<file path="src/rtl/autoconfig_host.sv">
// Zorro II Autoconfig enumerator: walks the $E80000 chain as a 68000 bus
// initiator and assigns FastRAM windows inside $200000-$9FFFFF.
module autoconfig_host #(
    parameter int TIMEOUT  = 64,
    parameter int MAX_ITER = 16
) (
    input  logic        CLK,
    input  logic        reset,
    input  logic        start,
    output logic        busy,
    output logic        done,
    output logic        err,
    output logic [22:0] ADDR,
    output logic [3:0]  DBUS_OUT,
    output logic        DBUS_OE,
    input  logic [3:0]  DBUS_IN,
    output logic        ASn,
    output logic        UDSn,
    output logic        LDSn,
    output logic        RWn,
    input  logic        DTACKn,
    output logic        CFGOUTn,
    output logic [7:0]  mem_map,
    output logic [3:0]  boards
);

    localparam logic [22:0] A_TYPE = 23'h740000;
    localparam logic [22:0] A_SIZE = 23'h740001;
    localparam logic [22:0] A_HI   = 23'h740024;
    localparam logic [22:0] A_LO   = 23'h740025;
    localparam logic [22:0] A_SHUT = 23'h740026;

    localparam int WW = $clog2(TIMEOUT + 1);
    localparam int IW = $clog2(MAX_ITER + 1);
    localparam logic [WW-1:0] W_LAST   = WW'(TIMEOUT - 1);
    localparam logic [IW-1:0] ITER_MAX = IW'(MAX_ITER);

    typedef enum logic [2:0] {
        B_IDLE, B_S0, B_S2, B_S4, B_WAIT, B_S7, B_S8
    } bstate_t;

    typedef enum logic [3:0] {
        E_IDLE, E_RD_TYPE, E_RD_SIZE, E_DECIDE, E_WR_LO,
        E_WR_HI, E_SHUTUP, E_GAP, E_DONE
    } estate_t;

    bstate_t bst;
    estate_t est;

    logic          req;
    logic          req_wr;
    logic [22:0]   req_addr;
    logic [3:0]    req_data;
    logic          bus_done;
    logic [3:0]    rdata;
    logic          nack;
    logic          wr_cyc;
    logic [WW-1:0] wcnt;
    logic          dtack_q1;
    logic          dtack_s;

    logic          issued;
    logic          gap;
    logic          is_mem_r;
    logic [2:0]    size_r;
    logic [3:0]    nf;
    logic [3:0]    base_r;
    logic [3:0]    sz_r;
    logic [IW-1:0] iter;
    logic [IW-1:0] iter_nx;

    logic [3:0]    sz;
    logic [3:0]    base;
    logic          size_ok;
    logic          fit;
    logic [7:0]    ones;
    logic [7:0]    new_bits;

    assign LDSn    = 1'b1;
    assign iter_nx = iter + 1'b1;

    // Allocation decision for the board currently offering itself
    always_comb begin
        sz      = 4'd0;
        size_ok = 1'b1;
        unique case (size_r)
            3'b000:  sz = 4'd8;
            3'b111:  sz = 4'd4;
            3'b110:  sz = 4'd2;
            3'b101:  sz = 4'd1;
            default: size_ok = 1'b0;
        endcase
        base = nf;
        if (sz == 4'd8)
            base = 4'd2;
        else if (sz == 4'd4 || sz == 4'd2)
            base = nf + {3'b000, nf[0]};
        fit = size_ok && is_mem_r
            && (sz != 4'd8 || nf == 4'd2)
            && ({1'b0, base} + {1'b0, sz} <= 5'd10);
    end

    always_comb begin
        ones = 8'h00;
        unique case (sz_r)
            4'd8:    ones = 8'hFF;
            4'd4:    ones = 8'h0F;
            4'd2:    ones = 8'h03;
            4'd1:    ones = 8'h01;
            default: ones = 8'h00;
        endcase
        new_bits = ones << (base_r - 4'd2);
    end

    // Bus-cycle engine: one state per CLK, strobes all registered
    always_ff @(posedge CLK or negedge reset) begin
        if (!reset) begin
            bst      <= B_IDLE;
            ADDR     <= '0;
            DBUS_OUT <= '0;
            DBUS_OE  <= 1'b0;
            ASn      <= 1'b1;
            UDSn     <= 1'b1;
            RWn      <= 1'b1;
            wr_cyc   <= 1'b0;
            wcnt     <= '0;
            rdata    <= '0;
            nack     <= 1'b0;
            bus_done <= 1'b0;
            dtack_q1 <= 1'b1;
            dtack_s  <= 1'b1;
        end else begin
            dtack_q1 <= DTACKn;
            dtack_s  <= dtack_q1;
            bus_done <= 1'b0;
            unique case (bst)
                B_IDLE: begin
                    if (req) begin
                        ADDR     <= req_addr;
                        RWn      <= ~req_wr;
                        DBUS_OE  <= req_wr;
                        DBUS_OUT <= req_data;
                        wr_cyc   <= req_wr;
                        bst      <= B_S0;
                    end
                end
                B_S0: begin
                    ASn  <= 1'b0;
                    UDSn <= wr_cyc;
                    bst  <= B_S2;
                end
                B_S2: begin
                    UDSn <= 1'b0;
                    bst  <= B_S4;
                end
                B_S4: begin
                    wcnt <= '0;
                    bst  <= B_WAIT;
                end
                B_WAIT: begin
                    if (!dtack_s) begin
                        if (!wr_cyc)
                            rdata <= DBUS_IN;
                        nack <= 1'b0;
                        ASn  <= 1'b1;
                        UDSn <= 1'b1;
                        bst  <= B_S7;
                    end else if (wcnt == W_LAST) begin
                        rdata <= 4'hF;
                        nack  <= 1'b1;
                        ASn   <= 1'b1;
                        UDSn  <= 1'b1;
                        bst   <= B_S7;
                    end else begin
                        wcnt <= wcnt + 1'b1;
                    end
                end
                B_S7: begin
                    DBUS_OE <= 1'b0;
                    RWn     <= 1'b1;
                    bst     <= B_S8;
                end
                B_S8: begin
                    bus_done <= 1'b1;
                    bst      <= B_IDLE;
                end
                default: bst <= B_IDLE;
            endcase
        end
    end

    // Enumeration sequencer; each access state issues one req and
    // waits for bus_done before moving on
    always_ff @(posedge CLK or negedge reset) begin
        if (!reset) begin
            est      <= E_IDLE;
            busy     <= 1'b0;
            done     <= 1'b0;
            err      <= 1'b0;
            CFGOUTn  <= 1'b1;
            mem_map  <= '0;
            boards   <= '0;
            nf       <= 4'd2;
            iter     <= '0;
            req      <= 1'b0;
            req_wr   <= 1'b0;
            req_addr <= '0;
            req_data <= '0;
            issued   <= 1'b0;
            gap      <= 1'b0;
            is_mem_r <= 1'b0;
            size_r   <= '0;
            base_r   <= '0;
            sz_r     <= '0;
        end else begin
            req  <= 1'b0;
            done <= 1'b0;
            unique case (est)
                E_IDLE: begin
                    if (start) begin
                        busy    <= 1'b1;
                        CFGOUTn <= 1'b0;
                        err     <= 1'b0;
                        mem_map <= '0;
                        boards  <= '0;
                        nf      <= 4'd2;
                        iter    <= '0;
                        issued  <= 1'b0;
                        est     <= E_RD_TYPE;
                    end
                end
                E_RD_TYPE: begin
                    if (!issued) begin
                        req      <= 1'b1;
                        req_wr   <= 1'b0;
                        req_addr <= A_TYPE;
                        issued   <= 1'b1;
                    end else if (bus_done) begin
                        issued   <= 1'b0;
                        is_mem_r <= rdata[1];
                        if (!nack && rdata[3:2] == 2'b11)
                            est <= E_RD_SIZE;
                        else
                            est <= E_DONE;
                    end
                end
                E_RD_SIZE: begin
                    if (!issued) begin
                        req      <= 1'b1;
                        req_wr   <= 1'b0;
                        req_addr <= A_SIZE;
                        issued   <= 1'b1;
                    end else if (bus_done) begin
                        issued <= 1'b0;
                        size_r <= rdata[2:0];
                        est    <= nack ? E_DONE : E_DECIDE;
                    end
                end
                E_DECIDE: begin
                    base_r <= base;
                    sz_r   <= sz;
                    est    <= fit ? E_WR_LO : E_SHUTUP;
                end
                E_WR_LO: begin
                    if (!issued) begin
                        req      <= 1'b1;
                        req_wr   <= 1'b1;
                        req_addr <= A_LO;
                        req_data <= 4'h0;
                        issued   <= 1'b1;
                    end else if (bus_done) begin
                        issued <= 1'b0;
                        est    <= E_WR_HI;
                    end
                end
                E_WR_HI: begin
                    if (!issued) begin
                        req      <= 1'b1;
                        req_wr   <= 1'b1;
                        req_addr <= A_HI;
                        req_data <= base_r;
                        issued   <= 1'b1;
                    end else if (bus_done) begin
                        issued  <= 1'b0;
                        mem_map <= mem_map | new_bits;
                        nf      <= base_r + sz_r;
                        boards  <= boards + 4'd1;
                        iter    <= iter_nx;
                        gap     <= 1'b0;
                        if (iter_nx == ITER_MAX) begin
                            err <= 1'b1;
                            est <= E_DONE;
                        end else begin
                            est <= E_GAP;
                        end
                    end
                end
                E_SHUTUP: begin
                    if (!issued) begin
                        req      <= 1'b1;
                        req_wr   <= 1'b1;
                        req_addr <= A_SHUT;
                        req_data <= 4'h0;
                        issued   <= 1'b1;
                    end else if (bus_done) begin
                        issued <= 1'b0;
                        iter   <= iter_nx;
                        gap    <= 1'b0;
                        if (iter_nx == ITER_MAX) begin
                            err <= 1'b1;
                            est <= E_DONE;
                        end else begin
                            est <= E_GAP;
                        end
                    end
                end
                E_GAP: begin
                    if (gap)
                        est <= E_RD_TYPE;
                    else
                        gap <= 1'b1;
                end
                E_DONE: begin
                    done    <= 1'b1;
                    busy    <= 1'b0;
                    CFGOUTn <= 1'b1;
                    est     <= E_IDLE;
                end
                default: est <= E_IDLE;
            endcase
        end
    end

endmodule

</file>
<file path="config.mk">
export PLATFORM = sky130hd
export DESIGN_NAME = autoconfig_host
export DESIGN_NICKNAME = d
export VERILOG_FILES = /design/src/rtl/autoconfig_host.sv
export SDC_FILE = /design/constraint.sdc
export NUM_CORES = 1
export LEC_CHECK = 0
export ABC_AREA = 1
export BUFFER_PORTS_ARGS = -buffer_cell sky130_fd_sc_hd__clkbuf_2
export CAP_MARGIN = 40
export CORE_MARGIN = 2
export CORE_UTILIZATION = 50
export DETAILED_ROUTE_END_ITERATION = 16
export HOLD_SLACK_MARGIN = 0.12
export PLACE_DENSITY = 0.7
export SYNTH_ARGS = -nofsm -noshare
export SYNTH_HDL_FRONTEND = slang
export SYNTH_SLANG_ARGS = --single-unit
</file>
<file path="constraint.sdc">
create_clock -name CLK -period 3.65 [get_ports CLK]
set_clock_uncertainty 0.05 [all_clocks]
set_input_delay 0.5475 -clock CLK [delete_from_list [all_inputs] [get_ports CLK]]
set_output_delay 0.5475 -clock CLK [all_outputs]
set_load 0.1 [all_outputs]
</file>
Yosys cells after proc, flatten, opt, wreduce, memory -nomap -nowiden. Index checks and enable logic that the tools add are counted.

Equal/unequal tests: 56. Shift-type cells: 1. Reduce and logical (&&, ||, !) cells: 48. Add/subtract/negate cells: 7. Magnitude comparators: 1. Bitwise logic cells: 2. Muxes and demuxes: 85.

Operators with widths (count): two-way mux 23 bit (5); case mux 23 bit (5 select lines) (1); two-way mux 4 bit (26); != test 2 bit (second input constant) (21); case mux 8 bit (4 select lines) (1); case mux 4 bit (7 select lines) (1); == test 4 x 3 -> 1 bit (second input constant) (6); two-way mux 8 bit (3); case mux 4 bit (2 select lines) (3); two-way mux 1 bit (21); AND reduction 3 bit (7); == test 4 x 2 -> 1 bit (second input constant) (5); nonzero test 2 bit (10); == test 3 bit (second input constant) (6); case mux 1 bit (2 select lines) (9); case mux 3 bit (6 select lines) (1); case mux 4 bit (4 select lines) (1); case mux 8 bit (2 select lines) (1); AND reduction 2 bit (8); two-way mux 5 bit (3); two-way mux 7 bit (2); case mux 7 bit (2 select lines) (1); == test 4 bit (second input constant) (3); != test 2 x 1 -> 1 bit (second input constant) (5); other kinds (38) (50).

Register bits: 122.

Logic depth before layout (Yosys ltp). Gate-level depths: netlist of the first run.

Depth after elaboration: 11. Gate-level depth with buffers: 18. Mapped depth without buffers: 18.

Least setup slack after synthesis of the first run. No wires, ideal clock.

Path kind: reg2reg. Start point: reg size_r[1]. End point: reg est[1]. Path slack: 1571 ps. Stages on the path, launching flop included: 17. Buffers on the path: 0. Required time: 3484 ps. Setup time: 116 ps. Arrival: 1913 ps. Path through: dfrtp_1 -> nor2_1 -> nand2_1 -> inv_1 -> nor3_1 -> a21oi_1 -> fa_1 -> nand2_1 -> inv_1 -> nand2_1 -> nand2_1 -> nand2_1 -> nand2_1 -> nand2_1 -> nand2_1 -> nand2_1 -> nand2_1.

Word-level cells in the longest chain between the ends: 11. Elaborated cells on any way between the ends: 22.

RTL lines: start: declaration (RTL line 65) `logic [2:0] size_r;`; start signal: assignment (RTL line 255) `size_r <= rdata[2:0];`; == test 3 bit / zero test 3 bit (equally long branches) (RTL line 86) `unique case (size_r)`; case mux 4 bit (4 select lines) (*) (RTL line 86); net sz[3] (RTL line 72) `logic [3:0] sz;`; == test 4 x 3 -> 1 bit / == test 4 x 2 -> 1 bit (equally long branches) (RTL line 96) `else if (sz == 4'd4 || sz == 4'd2)`; logical OR 1 bit (RTL line 96); two-way mux 4 bit (RTL line 96); two-way mux 4 bit (*) (RTL line 94) `if (sz == 4'd8)`; net base[1] (RTL line 73) `logic [3:0] base;`; adder 4 x 4 -> 5 bit (*) (RTL line 100) `&& ({1'b0, base} + {1'b0, sz} <= 5'd10);`; less-or-equal comparator 5 x 4 -> 1 bit (*) (RTL line 100); logical AND 1 bit (*) (RTL line 100); two-way mux 2 bit (*) (RTL line 262) `est <= fit ? E_WR_LO : E_SHUTUP;`; case mux 4 bit (7 select lines) (*) (RTL line 218) `unique case (est)`; end signal: assignment (RTL line 256) `est <= nack ? E_DONE : E_DECIDE;`; end signal: assignment (RTL line 262); end: declaration (RTL line 48) `estate_t est;`.

The timed path passes the listed nets; every way through them passes the cells marked *. A chain may end at the register's enable or synchronous reset.

Final worst setup path of the first run. Ends and elaborated chain as after synthesis.

==> results of run 1 <==
## logic make-up (layout without fill, tap and decap cells)
family	count (synthesis)	in the layout	synth area share, %
simple gates	252	252	26.07
buf+inv	101	136	10.21
flops	84	84	47.04
compound gates	77	77	9.454
fa+ha+maj	14	14	4.239
xor+xnor	8	8	1.562
mux	5	5	1.255
other cells	2	16	0.1674
## worst max-delay path by stage
stage | slack [ps] | endpoint | cells after the start | startpoint
floorplan | 1570 | est[1] | 16 | size_r[1]
global placement | 1350 | est[1] | 16 | size_r[1]
detailed placement | 1290 | est[1] | 16 | size_r[1]
CTS | 1270 | est[1] | 16 | size_r[1]
global route | 990 | est[1] | 16 | size_r[1]
finish | 1260 | est[1] | 16 | size_r[1]
## power groups by stage
| stage | clock, mW | combinational [mW] | sequential [mW] |
|---|---|---|---|
| 2_1_floorplan | 0 | 1.30 | 2.13 |
| 3_3_place_gp | 0 | 2.33 | 1.46 |
| 5_1_grt | 0.659 | 2.57 | 1.50 |
| 3_5_place_dp | 0 | 2.36 | 1.47 |
| 6_report | 0.601 | 2.36 | 1.46 |
| 4_1_cts | 0.617 | 2.37 | 1.46 |
## critical path: cells and delay by family (launching register included)
kind	cells	cell delay, ps
fa+ha+maj	1	470
compound gates	1	310
simple gates	12	840
flops	1	440
buf+inv	2	160
## cells in the final DEF, fill, tap and decap left out, types with 5 or more instances in the layout
cell / n
o21ai_0: 41
nand4_1: 5
xor2_1: 5
nor2_1: 44
conb_1: 16
nor3_1: 12
dfrtp_1: 77
dfstp_2: 7
nand2_2: 8
inv_2: 5
ha_1: 12
clkbuf_2: 38
clkbuf_8: 11
nand3_1: 52
nand2_1: 114
inv_1: 71
a21oi_1: 21
## final cells by class
cell class / instances / area [um^2]
Clock inverter: 2 / 10.01
Fill cell: 816 / 3794
Timing Repair Buffer: 42 / 242.7
Inverter: 78 / 295.3
Sequential cell: 84 / 2111
Tap cell: 108 / 135.1
Clock buffer: 14 / 162.7
Multi-Input combinational cell: 372 / 1971
## what timing repair did
action,in CTS,in global routing
setup endpoints to repair,0,0
hold buffers,1,0
hold endpoints to repair,20,0
## routing by layer
metal,GRT usage (%),up-vias
met5,0,-
met2,31.50,65
met1,27.19,1666
li1,-,1803
met3,3.121,12
met4,6.744,0
## flip-flops by register name, indices dropped and copies added, names as in the netlist, 3 cells and up
register  flops
req_data      4
bst           3
nf            4
mem_map       8
wcnt          7
size_r        3
iter          5
boards        4
rdata         4
sz_r          4
base_r        4
est           4
req_addr      4
ADDR          4
DBUS_OUT      4
## through the flow
stage          setup WS [ps]  hold WS [ps]  util (%)  power [mW]
2_1_floorplan           1571         201.9         -       3.433
3_3_place_gp            1350         297.5     54.09       3.793
3_5_place_dp            1291         304.2     54.40       3.831
4_1_cts                 1268         225.1     56.50       4.444
5_1_grt                991.8         217.8     56.50       4.723
6_report                1263         229.6     56.50       4.414
==> flow_summary.yaml, run 1 <==
clocking:
  htreeDepth: 3
  cts_buffer_depth: 2
  post_cts_resized: 0
  cts_num_sinks: 84
  cts-buffers-inserted: 9
  clkTransAtPathRegs_ps: 80
  cts_root_buf: "clkbuf_8"
  cts_tree: "done"
  postCtsSetupBuffers: 0
  clk_latency_ps: 350
cells_and_area:
  nets: 609
  drive_gt1_share_pct: 16.39
  stdcell_count: 700
  diodes: 0
  area_growth_pct: 9.816
  final_area_um2: 4927
worst_hold_path:
  hold_class: "in2reg"
  holdPathStages: 1
  hold_end: "dtack_q1"
  hold_start: "DTACKn"
power:
  power_frac_seq_pct: 33.0
  p_comb_share_pct: 53.4
  leakage_nw: 2.582
  p_sw_mw: 2.407
  swShare_pct: 54.54
  clkPwrFrac_pct: 13.6
  ir_drop_uv: 542.5
  power_density_nw_per_um2: 895.8
  p_int_mw: 2.007
routing:
  first_iter_violations: 167
  routed-wl-met3_um: 275
  first_pass_iters: 4
  routed-wl-met2_mm: 4.246
  routedWlPerCell_um: 12.70
  highest_layer: "met4"
  drtAntennaViolNets: 0
  drcViolationCount: 0
  wl_met1_mm: 4.231
  vias_per_cell: 5.066
  wirelength_mm: 8.891
  vias: 3546
synth:
  ys_seq_elements: 84
  synth_area_per_cell_um2: 8.263
  synth_area_um2: 4487
  synthCells: 543
  synth_edf_count: 0
  synth_top_area_cell: "dfrtp_1"
  synth_top_area_share_pct: 42.94
  yosys.cell_types.count: 43
  ys_seq_area_share_pct: 47.04
  synthArstFlopShare_pct: 100.0
  synth.most_common_cell: "nand2_1"
  ys_warn_count: 0
  yosys-top-cells-count: "114 x nand2_1, 77 x dfrtp_1, 71 x inv_1, 52 x nand3_1, 44 x nor2_1"
  synthFlopType: "dfrtp_1"
  synthTopCellsByArea: "dfrtp_1 43%, nand2_1 9.5%, inv_1 5.9%"
sta:
  fin_tns_setup_ps: 0
  setup_viol: 0
  rsz0062_at_grt: "false"
  drv_slew: 0
  hold_viol_final: 0
  slew_headroom_pct: 56.65
  layout_min_cycle_time_ps: 2387
  worstMarginPinSlew_ps: 648.4
  clock.fmax_ghz: 0.4190
  fin_crit_sh_pct: 65.39
die:
  floorplan.initialDensity_pct: 51.45
  design.core.area_um2: 8721
  die_x_um: 98.73
  rows: 34
  die_area_um2: 9748
  pin_count: 56
  dieHeight_um: 98.73
setup_path:
  slowest_stage: "fa_1"
  reg2reg_slack_ps: 1260
  cp.arrival_ps: 2580
  cp_max_fo: 6
  worstPathRequired_ps: 3840
  end_kind: "flip-flop"
  slowest_delay_ps: 470
  path_class: "reg2reg"
  reg2reg_depth: 16
  reg2reg_from: "size_r[1]"
  path_cells: "nor2_1 -> nand2_1 -> inv_1 -> nor3_1 -> a21oi_1 -> fa_1 -> nand2_1 -> inv_1 -> nand2_1 -> nand2_1 -> nand2_1 -> nand2_1 -> nand2_1 -> nand2_1 -> nand2_1 -> nand2_1"
  crit_path_frequent_cell: "nand2_1"
  reg2reg_to: "est[1]"
  startpoint_type: "flip-flop"
place:
  post-dp-hpwl_mm: 6.636
  dp_cells: 683
  port-buffer-count: 39
  gp_congestion: 0.8657
  placed_cell_area_um2: 4745
global_route:
  grt.total_usage_pct: 19.58
  antenna_found_initial: 0
  grt_pass1_wl_mm: 15.55
  grt_max_degree: 65
  grt_pass1_vias: 3395
  grt-ovfl-total: 0
status:
  outcome: "complete, no violations"
job:
  drv_cap: 0
Power figures use the tool's default switching activity.
==> run 2, diff against run 1 <==
--- a/config.mk
+++ b/config.mk
@@ -12,7 +12,7 @@
 export CORE_UTILIZATION = 50
 export DETAILED_ROUTE_END_ITERATION = 16
 export HOLD_SLACK_MARGIN = 0.12
-export PLACE_DENSITY = 0.7
+export PLACE_DENSITY = 0.73
 export SYNTH_ARGS = -nofsm -noshare
 export SYNTH_HDL_FRONTEND = slang
 export SYNTH_SLANG_ARGS = --single-unit
==> constraint.sdc (replaced) <==
create_clock -name CLK -period 1.9 [get_ports CLK]
set_clock_uncertainty 0.05 [all_clocks]
set_input_delay 0.285 -clock CLK [delete_from_list [all_inputs] [get_ports CLK]]
set_output_delay 0.285 -clock CLK [all_outputs]
set_load 0.1 [all_outputs]
==> run 2 against run 1 <==
Against the previous run: the run now ends with negative setup slack left; critical path depth fell by 3; critical endpoint unchanged; clock-buffer cell count fell by 3; largest cell class unchanged; cell area increased by 6.6%.
==> flow_summary.yaml, run 2 (synthesis gave the netlist of run 1 again) <==
status:
  outcome: "finished with violations"
  violations: "negative setup slack"
setup_path:
  path_class: "reg2reg"
  end_kind: "flip-flop"
  startpoint_type: "flip-flop"
  startpoint: "nf[1]"
  cp.arrival_ps: 2310
  cp_max_fo: 5
  reg2reg_from: "nf[1]"
  worstPathRequired_ps: 2110
routing:
  first_iter_violations: 157
  vias: 3677
  drtAntennaViolNets: 0
  first_pass_iters: 5
  wirelength_mm: 9.488
  vias_per_cell: 5.030
  drcViolationCount: 0
  routedWlPerCell_um: 12.98
cells_and_area:
  area_growth_pct: 17.04
  regMostFlops: "mem_map"
  drive_gt1_share_pct: 22.63
  largestRegisters: "mem_map: 8 flops, wcnt: 7 flops, iter: 5 flops"
  largest_register_ffs: 8
  diodes: 0
  nets: 640
  final_common_cell: "nand2_1"
  ff_latch_area_um2: 2112
  final_area_um2: 5251
  fill_cells: 785
  multi_input_area_um2: 2051
  stdcell_count: 731
  final_cell_mix: "113 x nand2_1, 76 x dfrtp_1, 68 x inv_1, 52 x nand3_1, 43 x nor2_1"
place:
  post-dp-hpwl_mm: 7.230
  placed_cell_area_um2: 4957
  port-buffer-count: 39
  dp_cells: 706
  gp_congestion: 0.9623
clocking:
  cts_root_buf: "clkbuf_8"
  cts_num_sinks: 84
  htreeDepth: 3
  cts_buffer_depth: 2
  clkTransAtPathRegs_ps: 90
  cts_tree: "done"
  cts-buffers-inserted: 9
  clk_latency_ps: 350
sta:
  slew_headroom_pct: 63.48
  fin_crit_sh_pct: 110.8
  drv_slew: 0
  layout_min_cycle_time_ps: 2105
  worstMarginPinSlew_ps: 550.1
  hold_viol_final: 0
  fin_hold_ws_ps: 141.5
  finalWorstSetupSlack_ps: -204.7
  setup_viol: 1
  rsz0062_at_grt: "true"
  fin_tns_setup_ps: -204.7
  clock.fmax_ghz: 0.4751
global_route:
  grt_max_degree: 39
  antenna_found_initial: 0
  grt_pass1_vias: 3652
  grt_pass1_wl_mm: 16.74
  grt.total_usage_pct: 20.98
  grt-ovfl-total: 0
power:
  leakage_nw: 2.735
  ir_drop_uv: 1286
  power_density_nw_per_um2: 1700
worst_hold_path:
  hold_class: "in2reg"
  hold_start: "DBUS_IN[2]"
job:
  drv_cap: 0
die:
  design.core.area_um2: 8721
  die_x_um: 98.73
  dieHeight_um: 98.73
  pin_count: 56
  floorplan.initialDensity_pct: 51.45
  rows: 34
  die_area_um2: 9748
run 2: cell types whose count changed in the layout (fill, tap and decap cells not counted), moves of 3 or more:
cell	delta
inv_1	-3
inv_2	+3
a21oi_1	-3
ha_1	-3
ha_4	+3
buf_4	+29
run 2: stage by stage:
| step | total power, mW | utilization (%) | setup slack (ps) |
|---|---|---|---|
| 6_report | 8.925 | 60.22 | -204.7 |
| 5_1_grt | 9.523 | 60.22 | -366.1 |
| 4_1_cts | 8.915 | 59.74 | -208.0 |
| 3_5_place_dp | 7.627 | 56.84 | -265.9 |
| 3_3_place_gp | 7.542 | 56.84 | -203.3 |
| 2_1_floorplan | 6.626 | - | -102.1 |
run 2: critical path, cell delays in order, from the launching register on:
cell and delay (ps):
dfstp_2 610, ha_4 230, a21oi_4 180, fa_2 440, nand2_1 60, inv_1 30, nand2_1 50, nand2_1 50
nand2_1 60, nand2_1 70, nand2_1 60, nand2_1 40, nand2_1 50, nand2_1 50
run 2: timing repair:
item                       in CTS  in global routing
hold buffers                    3                  0
hold endpoints to repair       27                  0
pin swaps                       5                  4
setup buffers                   2                  4
setup endpoints to repair       1                  8
gates resized for setup         5                  5
run 2: final timing paths:
check	slack, ps	cells past startpoint	to
worst max-delay path	-200	13	est[1]
worst max register to register	-200	13	est[1]
worst min-delay path	140	3	rdata[2]
max in group asynchronous	850	3	mem_map[2]
min in group asynchronous	330	2	est[1]
worst min register to register	310	0	dtack_s
run 2: cell type report:
cell class                      count  area share, %
Timing Repair Buffer               73          9.006
Inverter                           78          5.623
Clock buffer                       11          2.502
Multi-Input combinational cell    372          39.05
Tap cell                          108          2.573
Clock inverter                      5          1.025
Sequential cell                    84          40.22
run 2: metal layers:
metal  part of all wire (%)  routed length (um)  global-route usage (%)  vias up
met2                     47                4506                   34.48       60
met4                    2.1                 199                   7.271        0
met3                    2.8                 270                   3.901       19
met5                      0                   0                       0        -
met1                     48                4512                   28.11     1736
li1                       -                   -                       -     1862
run 2: report_power, final:
part	leakage, nW	total (mW)	switching [mW]	internal [mW]
registers	1.08	2.77	0.421	2.34
logic	1.56	4.91	3.73	1.18
clock network	0.0971	1.25	0.641	0.605
total	2.74	8.93	4.80	4.13
==> run 3, diff against run 2 <==
--- a/config.mk
+++ b/config.mk
@@ -13,6 +13,8 @@
 export DETAILED_ROUTE_END_ITERATION = 16
 export HOLD_SLACK_MARGIN = 0.12
 export PLACE_DENSITY = 0.73
+export REMOVE_ABC_BUFFERS = 1
+export SLEW_MARGIN = 40
 export SYNTH_ARGS = -nofsm -noshare
 export SYNTH_HDL_FRONTEND = slang
 export SYNTH_SLANG_ARGS = --single-unit
==> run 3 against run 2 <==
Against the previous run: fmax shrank 2.2%; worst setup slack got worse by 48 ps; clock power is 6% lower; final cell count up 0.27%; cell area rose by 1.2%; combinational power barely moved; the run still ends with negative setup slack left; global-route usage shrank 0.27 points; wire length down 1.8%; clock-buffer cell count grew 1; first-iteration DRC count decreased by 2.5%; sequential share of layout area fell by 0.49 points; critical endpoint unchanged; total power decreased by 1.0%.
==> flow_summary.yaml, run 3 (synthesis gave the netlist of run 1 again) <==
setup_path:
  reg2reg_slack_ps: -250
  worstPathRequired_ps: 2100
  end_kind: "flip-flop"
  startpoint_type: "flip-flop"
  cp_max_fo: 3
  cp.arrival_ps: 2350
  path_class: "reg2reg"
power:
  clkPwrFrac_pct: 13.3
  leakage_nw: 2.746
  p_sw_mw: 4.761
  swShare_pct: 53.91
  p_int_mw: 4.071
  power_frac_seq_pct: 31.3
  ir_drop_uv: 1002
  power_mw: 8.832
  power_density_nw_per_um2: 1663
  p_comb_share_pct: 55.5
clocking:
  cts_buffer_depth: 2
  cts_root_buf: "clkbuf_8"
  cts_tree: "done"
  clk_latency_ps: 360
  cts_num_sinks: 84
  cts-buffers-inserted: 9
  htreeDepth: 3
  clkTransAtPathRegs_ps: 80
place:
  gp_congestion: 0.8933
  post-dp-hpwl_mm: 7.040
  placed_cell_area_um2: 4925
  port-buffer-count: 39
routing:
  routedWlPerCell_um: 12.71
  drcViolationCount: 0
  wirelength_mm: 9.314
  vias_per_cell: 5.045
  first_pass_iters: 4
  vias: 3698
  first_iter_violations: 153
  drtAntennaViolNets: 0
global_route:
  antenna_found_initial: 0
  grt_pass1_wl_mm: 16.23
  grt.total_usage_pct: 20.71
  grt_util_met1_pct: 26.26
  grt_busiest_layer: "met2"
  grt-ovfl-total: 0
  grtUsageMet3_pct: 4.397
  grt_pass1_vias: 3591
  use_met2_pct: 35.58
  grt_max_degree: 33
sta:
  setup_viol: 1
  fin_crit_sh_pct: 113.3
  finalWorstSetupSlack_ps: -252.6
  clock.fmax_ghz: 0.4645
  rsz0062_at_grt: "true"
  layout_min_cycle_time_ps: 2153
  worstMarginPinSlew_ps: 542.4
  hold_viol_final: 0
  drv_slew: 0
  slew_headroom_pct: 63.99
job:
  drv_cap: 0
die:
  rows: 34
  dieHeight_um: 98.73
  design.core.area_um2: 8721
  die_area_um2: 9748
  pin_count: 56
  floorplan.initialDensity_pct: 51.45
  die_x_um: 98.73
cells_and_area:
  final_cell_mix: "111 x nand2_1, 77 x dfrtp_1, 69 x inv_1, 51 x nand3_1, 43 x nor2_1"
  post-route-util_pct: 60.92
  nets: 642
  area_growth_pct: 18.41
  diodes: 0
  largest_register_ffs: 8
  final_area_um2: 5313
  largestRegisters: "mem_map: 8 flops, wcnt: 7 flops, iter: 5 flops"
  drive_gt1_share_pct: 23.68
  regMostFlops: "mem_map"
  final_common_cell: "nand2_1"
worst_hold_path:
  hold_class: "in2reg"
status:
  outcome: "finished with violations"
  violations: "negative setup slack"
-- run 3: what timing repair did --
action,4_1_cts,5_1_grt
gates resized for setup,9,17
endpoints found under the hold margin,25,0
setup endpoints to repair,1,5
hold buffers,2,0
pin swaps,6,17
buffers inserted,2,6
-- run 3: power by group through the flow --
| stage | Combinational (mW) | Sequential [mW] | Clock (mW) |
|---|---|---|---|
| 2_1_floorplan | 2.09 | 4.31 | 0 |
| 3_3_place_gp | 4.70 | 2.77 | 0 |
| 3_5_place_dp | 4.76 | 2.79 | 0 |
| 4_1_cts | 4.81 | 2.77 | 1.21 |
| 5_1_grt | 5.35 | 2.84 | 1.29 |
| 6_report | 4.90 | 2.76 | 1.17 |
-- run 3: final timing paths --
path | start | endpoint | cells past startpoint
min | DBUS_IN[3] | rdata[3] | 3
min reg2reg | dtack_q1 | dtack_s | 0
max reg2reg | nf[1] | est[1] | 14
max in group asynchronous | reset | dtack_s | 3
min in group asynchronous | reset | DBUS_OUT[0] | 2
max | nf[1] | est[1] | 14
-- run 3: metal layers --
metal,vias up,part of all wire (%),routed length [um]
li1,1863,-,-
met1,1772,46,4296
met2,52,50,4630
met3,11,2.7,249
met4,0,1.5,138
met5,-,0,0
-- run 3: worst max-delay path, cell delays in order, from the launching register on --
cell and delay (ps):
dfstp_2 600, buf_12 120, ha_4 190, a21oi_4 160, fa_2 430, nand2_1 60, inv_1 40, nand2_1 50
nand2_1 50, nand2_1 50, nand2_1 50, nand2_1 50, nand2_1 40, nand2_1 50, nand2_1 50
-- run 3: stage by stage --
step	setup slack, ps	setup TNS, ps	hold WS [ps]	instances
final	-252.6	-252.6	139.5	733
after global routing	-377.7	-377.7	135.8	733
after CTS	-231.4	-231.4	127.2	728
after detailed placement	-285.4	-285.4	184.4	708
after global placement	-233.9	-233.9	181.1	708
after floorplan	-1158	-5817	-60.59	534
-- run 3: area by class of cell --
class                           count  area (um^2)
Multi-Input combinational cell    372         2090
Fill cell                         785         3408
Timing Repair Buffer               75        501.7
Inverter                           78        295.3
Clock inverter                      4        25.02
Sequential cell                    84         2111
Clock buffer                       12        155.1
Tap cell                          108        135.1
